===== src/rtl/mult_share_arb_pkg.sv =====
// rtl/mult_share_arb_pkg.sv - shared types, defaults and helpers for mult_share_arb
// Contents: slot_state_t (EMPTY/FULL), default NUM_REQ/WIDTH/CNT_W, idx_w().
package mult_share_arb_pkg;

    typedef enum logic [0:0] {
        EMPTY = 1'b0,
        FULL  = 1'b1
    } slot_state_t;

    localparam int DEF_NUM_REQ = 4;
    localparam int DEF_WIDTH   = 4;
    localparam int DEF_CNT_W   = 16;

    // Index width for n requesters, never narrower than one bit.
    function automatic int idx_w(input int n);
        int w;
        w = $clog2(n);
        return (w < 1) ? 1 : w;
    endfunction

endpackage


===== src/rtl/mult_share_arb_pick.sv =====
// rtl/mult_share_arb_pick.sv - combinational requester picker for mult_share_arb
// Macro: MULT_SHARE_ARB_RR_EN selects round-robin from rr_ptr; otherwise lowest index wins.
// Ports: req_valid (in), rr_ptr (in, round-robin build only), enable (in),
//        grant (out, one-hot), grant_idx (out, encoded), grant_any (out).
module mult_share_arb_pick
    import mult_share_arb_pkg::*;
#(
    parameter int NUM_REQ = DEF_NUM_REQ,
    parameter int IDX_W   = idx_w(DEF_NUM_REQ)
) (
    input  logic [NUM_REQ-1:0] req_valid,
`ifdef MULT_SHARE_ARB_RR_EN
    input  logic [IDX_W-1:0]   rr_ptr,
`endif
    input  logic               enable,
    output logic [NUM_REQ-1:0] grant,
    output logic [IDX_W-1:0]   grant_idx,
    output logic               grant_any
);

`ifdef MULT_SHARE_ARB_RR_EN
    int               j;
    logic [IDX_W-1:0] idx;

    // Scan from the farthest candidate back towards rr_ptr so the last hit,
    // which is the closest to rr_ptr in wrap order, wins.
    always_comb begin
        grant_idx = '0;
        grant_any = 1'b0;
        j         = 0;
        idx       = '0;
        if (enable) begin
            for (int k = NUM_REQ - 1; k >= 0; k--) begin
                j = int'(rr_ptr) + k;
                if (j >= NUM_REQ) j = j - NUM_REQ;
                idx = IDX_W'(j);
                if (req_valid[idx]) begin
                    grant_idx = idx;
                    grant_any = 1'b1;
                end
            end
        end
    end
`else
    // Descending scan: the lowest valid index is written last and wins.
    always_comb begin
        grant_idx = '0;
        grant_any = 1'b0;
        if (enable) begin
            for (int i = NUM_REQ - 1; i >= 0; i--) begin
                if (req_valid[i]) begin
                    grant_idx = IDX_W'(i);
                    grant_any = 1'b1;
                end
            end
        end
    end
`endif

    assign grant = grant_any ? (NUM_REQ'(1) << grant_idx) : '0;

endmodule


===== src/rtl/mult_share_arb.sv =====
// rtl/mult_share_arb.sv - one shared WIDTH x WIDTH multiplier arbitrated among NUM_REQ requesters
// Macro: MULT_SHARE_ARB_RR_EN enables round-robin grant (rr_ptr); undefined gives fixed priority.
// Ports: clk, rst_n (async active-low); req_valid/req_ready/req_a/req_b per requester (packed);
//        rsp_valid/rsp_ready/rsp_id/rsp_p single-entry product slot; ops_done handshake counter.
module mult_share_arb
    import mult_share_arb_pkg::*;
#(
    parameter int  NUM_REQ = DEF_NUM_REQ,
    parameter int  WIDTH   = DEF_WIDTH,
    parameter int  CNT_W   = DEF_CNT_W,
    localparam int IDX_W   = idx_w(NUM_REQ)
) (
    input  logic                       clk,
    input  logic                       rst_n,
    input  logic [NUM_REQ-1:0]         req_valid,
    output logic [NUM_REQ-1:0]         req_ready,
    input  logic [NUM_REQ*WIDTH-1:0]   req_a,
    input  logic [NUM_REQ*WIDTH-1:0]   req_b,
    output logic                       rsp_valid,
    input  logic                       rsp_ready,
    output logic [IDX_W-1:0]           rsp_id,
    output logic [2*WIDTH-1:0]         rsp_p,
    output logic [CNT_W-1:0]           ops_done
);

    slot_state_t        state;
    logic               slot_free;
    logic               rsp_hs;
    logic               grant_any;
    logic [IDX_W-1:0]   grant_idx;
    logic [WIDTH-1:0]   op_a;
    logic [WIDTH-1:0]   op_b;
    logic [2*WIDTH-1:0] prod;

    assign rsp_valid = (state == FULL);
    assign rsp_hs    = rsp_valid & rsp_ready;
    // rst_n gates the picker so req_ready stays low for the whole reset window.
    assign slot_free = rst_n & ((state == EMPTY) | rsp_hs);

`ifdef MULT_SHARE_ARB_RR_EN
    logic [IDX_W-1:0] rr_ptr;
`endif

    mult_share_arb_pick #(
        .NUM_REQ (NUM_REQ),
        .IDX_W   (IDX_W)
    ) u_pick (
        .req_valid (req_valid),
`ifdef MULT_SHARE_ARB_RR_EN
        .rr_ptr    (rr_ptr),
`endif
        .enable    (slot_free),
        .grant     (req_ready),
        .grant_idx (grant_idx),
        .grant_any (grant_any)
    );

    // Operands are muxed and multiplied in the grant cycle; only the product is stored.
    assign op_a = req_a[int'(grant_idx)*WIDTH +: WIDTH];
    assign op_b = req_b[int'(grant_idx)*WIDTH +: WIDTH];
    assign prod = {{WIDTH{1'b0}}, op_a} * {{WIDTH{1'b0}}, op_b};

    always_ff @(posedge clk or negedge rst_n) begin
        if (!rst_n) begin
            state    <= EMPTY;
            rsp_id   <= '0;
            rsp_p    <= '0;
            ops_done <= '0;
        end else begin
            if (grant_any) begin
                // Covers both EMPTY fill and same-cycle refill after a handshake.
                state  <= FULL;
                rsp_id <= grant_idx;
                rsp_p  <= prod;
            end else if (rsp_hs) begin
                state <= EMPTY;
            end
            if (rsp_hs) begin
                ops_done <= ops_done + CNT_W'(1);
            end
        end
    end

`ifdef MULT_SHARE_ARB_RR_EN
    always_ff @(posedge clk or negedge rst_n) begin
        if (!rst_n) begin
            rr_ptr <= '0;
        end else if (grant_any) begin
            rr_ptr <= (grant_idx == IDX_W'(NUM_REQ - 1)) ? '0 : grant_idx + 1'b1;
        end
    end
`endif

endmodule


===== config.mk =====
export PLATFORM = sky130hd
export DESIGN_NAME = mult_share_arb
export DESIGN_NICKNAME = d
export VERILOG_FILES = /design/src/rtl/mult_share_arb_pkg.sv /design/src/rtl/mult_share_arb_pick.sv /design/src/rtl/mult_share_arb.sv
export SDC_FILE = /design/constraint.sdc
export NUM_CORES = 1
export LEC_CHECK = 0
export BUFFER_PORTS_ARGS = -buffer_cell sky130_fd_sc_hd__buf_2
export CAP_MARGIN = 20
export CORE_MARGIN = 1.5
export CORE_UTILIZATION = 50
export DETAILED_ROUTE_END_ITERATION = 12
export PLACE_DENSITY = 0.8
export SETUP_SLACK_MARGIN = 0.3
export SLEW_MARGIN = 10
export SYNTH_ARGS = -nofsm -noshare
export SYNTH_HDL_FRONTEND = slang
export SYNTH_SLANG_ARGS = --single-unit

===== constraint.sdc =====
create_clock -name clk -period 4.5 [get_ports clk]
set_input_delay 0.45 -clock clk [delete_from_list [all_inputs] [get_ports clk]]
set_output_delay 0.45 -clock clk [all_outputs]
set_load 0.05 [all_outputs]

==> out/results.txt <==
Status: finished, final reports clean
Die area: 4420 um2
Worst Max-Slew Pin Slew: 505 ps
Routed len/inst: 12.9 um
Largest net degree at the start of global routing: 21
M1 GR Usage: 25.6%
Post-synth EDFFs: 0
Max Clock Freq: 0.258 GHz
Initial DRC Count: 82
Initial core utilization: 53.4%
Post-DP HPWL: 3590 um
Top-count cell post-synth: dfrtp_1
Post-synth net total: 279
Rows: 22
CP arrival: 4040 ps
CP Capture Type: flop
Inst Count DP: 335
Leakage power total: 1.21 nW
FF+latch area: 676 um2
Slew Limit Fails: 0
Total Routing Usage GR: 21.0%
PD cells: 411 nW/um2
Critical path, cell by cell: nand2b_2 > and3_1 > o22ai_1 > or3_1 > fa_1 > inv_1 > fa_1 > inv_1 > fa_1 > nor2b_1 > o21ai_0 > nor3b_1 > o31ai_1
Max incr delay on CP: 560 ps
Critical path class: reg2reg
GRT overflow: 0
CTS tree: yes
Post-synth cell types: 47
Ports: 70
Post-synth top area share: 33.6%
Post-route insts no fill: 339
Synth cell count leaders: dfrtp_1 (27), nand2_1 (22), a21oi_1 (13), ha_1 (13), inv_1 (13)
Vias per inst: 5.43
Max-Slew Margin vs Limit: 66.0%
Post-Route Skew: 7.17 ps
Worst skew pair latency: 270 ps
Area contributors post-synth: dfrtp_1 (34%), ha_1 (8.1%), xnor2_1 (4.8%)
CORE AREA: 3770 um2
CTS clk-pin slew, worst paths: 90 ps
N_diodes: 0
Layout area overhead: 21.3%
Final setup vio count: 0
Most used cell, CP: fa_1
Worst R2R Path Depth: 13
Grt met2 use: 37.0%
Yosys warning count: 0
DRC violations left: 0
Max Cap Viol: 0
Total negative setup slack: 0 ps
Global routing's busiest layer: met2
Buf+Inv Stages, Crit Path: 2
Worst EP required: 4660 ps
Placer Congestion: 0.903
Bufs on Longest Clock Path: 2
Post-synthesis sequential area ratio: 33.6%
Final Cycle Share: 86.1%
Layout cells sized above 1: 30.6%
Die W: 66.5 um
FF-to-FF Start: rsp_valid$_DFFE_PN0P_
ANT nets after route: 0
Global-route wire length before repair: 7290 um
Clk root buf: clkbuf_8
Setup Buffers After CTS: 0
Hold Path Class: in2async
Htree depth: 1
Levels on crit path: 13
Clk sinks: 27
Initial antenna violation count: 0
Max VDD drop: 0.181 mV
Global-route track usage on met3: 2.36%
Fin nets: 348
Cts hold-fix bufs: 0
Synth async-reset ratio: 100%
Worst reg2reg setup slack: 620 ps
Fillcell total: 346
Maximum fanout along the worst path: 12
Vias in the first global route: 1,740
Synthesis-stage register bit count: 27
Drt total wl: 4390 um
Mapped Avg Cell Area: 9.03 um2
Reg-to-reg endpoint: rsp_p[6]$_DFFE_PN0P_
Via count: 1,840
Ys flop type: dfrtp_1
Crit-path leading delay family: adder cells
Cts bufs inserted: 3
Minimum clock period: 3880 ps
Final Hold Fails: 0
Number of port buffers: 69
DRT Pass-1 Iters: 4
Syn Inst Count: 223
RSZ-0062 raised after global routing: no
Crit-path slowest cell: fa_1
Worst setup SP type: flop
Leading area contributor after synthesis: dfrtp_1
Multi-input logic area: 1250 um2
Synthesized area: 2010 um2
Die height: 66.5 um
==> cells by family after synthesis <==
group	Yosys count	synth area share, %
AO/OA/AOI/OAI	41	13.4
XOR/XNOR	17	7.40
adder cells (fa/ha/maj)	17	12.1
buffers and inverters	20	4.41
flip-flops	27	33.6
multiplexers	3	1.68
AND/OR/NAND/NOR	98	27.5
==> where the power goes <==
| group | switching (W) | internal, W |
|---|---|---|
| registers | 0.0000466 | 0.000299 |
| clock network | 0.0000705 | 0.0000632 |
| logic | 0.000361 | 0.000163 |
==> worst max-delay path by stage <==
stage	start	slack, ps	endpoint
final	rsp_valid$_DFFE_PN0P_	620	rsp_p[6]$_DFFE_PN0P_
after global routing	rsp_valid$_DFFE_PN0P_	420	rsp_p[6]$_DFFE_PN0P_
after CTS	rsp_valid$_DFFE_PN0P_	480	rsp_p[6]$_DFFE_PN0P_
after detailed placement	rsp_ready	300	rsp_p[6]$_DFFE_PN0P_
after global placement	rsp_ready	420	rsp_p[7]$_DFFE_PN0P_
after floorplan	rsp_valid$_DFFE_PN0P_	580	rsp_p[7]$_DFFE_PN0P_
==> final cells by class <==
class / instances / share of cell area, %
repair buffers: 71 / 14.8
flip-flops and latches: 27 / 27.7
well taps: 48 / 2.46
inverters: 13 / 2.00
clock buffers: 4 / 1.85
multi-input cells: 176 / 51.3
==> metal layers <==
| metal | vias to the layer above | part of all wire, % |
|---|---|---|
| li1 | 929 | - |
| met1 | 823 | 43 |
| met2 | 78 | 49 |
| met3 | 10 | 5.2 |
| met4 | 0 | 2.2 |
| met5 | - | 0 |
==> sequential cells by signal, indices dropped and copies added (netlist names) <==
register   count
rsp_valid      1
rsp_p          8
ops_done      16
rsp_id         2
==> cells in the final DEF, fill, tap and decap left out, drive strengths merged, types with 5 or more instances in the layout <==
cell	count
nand2b	6
nor3b	6
xor2	6
a21oi	13
nand4	5
dfrtp	27
buf	71
or3	5
xnor2	11
nor2	12
nand2	22
o21ai	8
ha	13
inv	13
nand3	6
nor3	9
nor2b	7
==> through the flow <==
stage	area [um2]	total power, W	worst slack, ps	util (%)	hold slack [ps]
after floorplan	2010	0.000743	585	-	154
after global placement	2390	0.000863	421	63.5	449
after CTS	2440	0.00101	477	64.7	150
after detailed placement	2390	0.000876	303	63.5	441
after global routing	2440	0.00107	418	64.7	150
final	2440	0.00100	624	64.7	154
==> timing repair <==
item                       4_1_cts  5_1_grt
setup endpoints to repair        0        2
hold endpoints to repair         0        0
resized for setup                0        1
(Power assumes the default switching activity.)
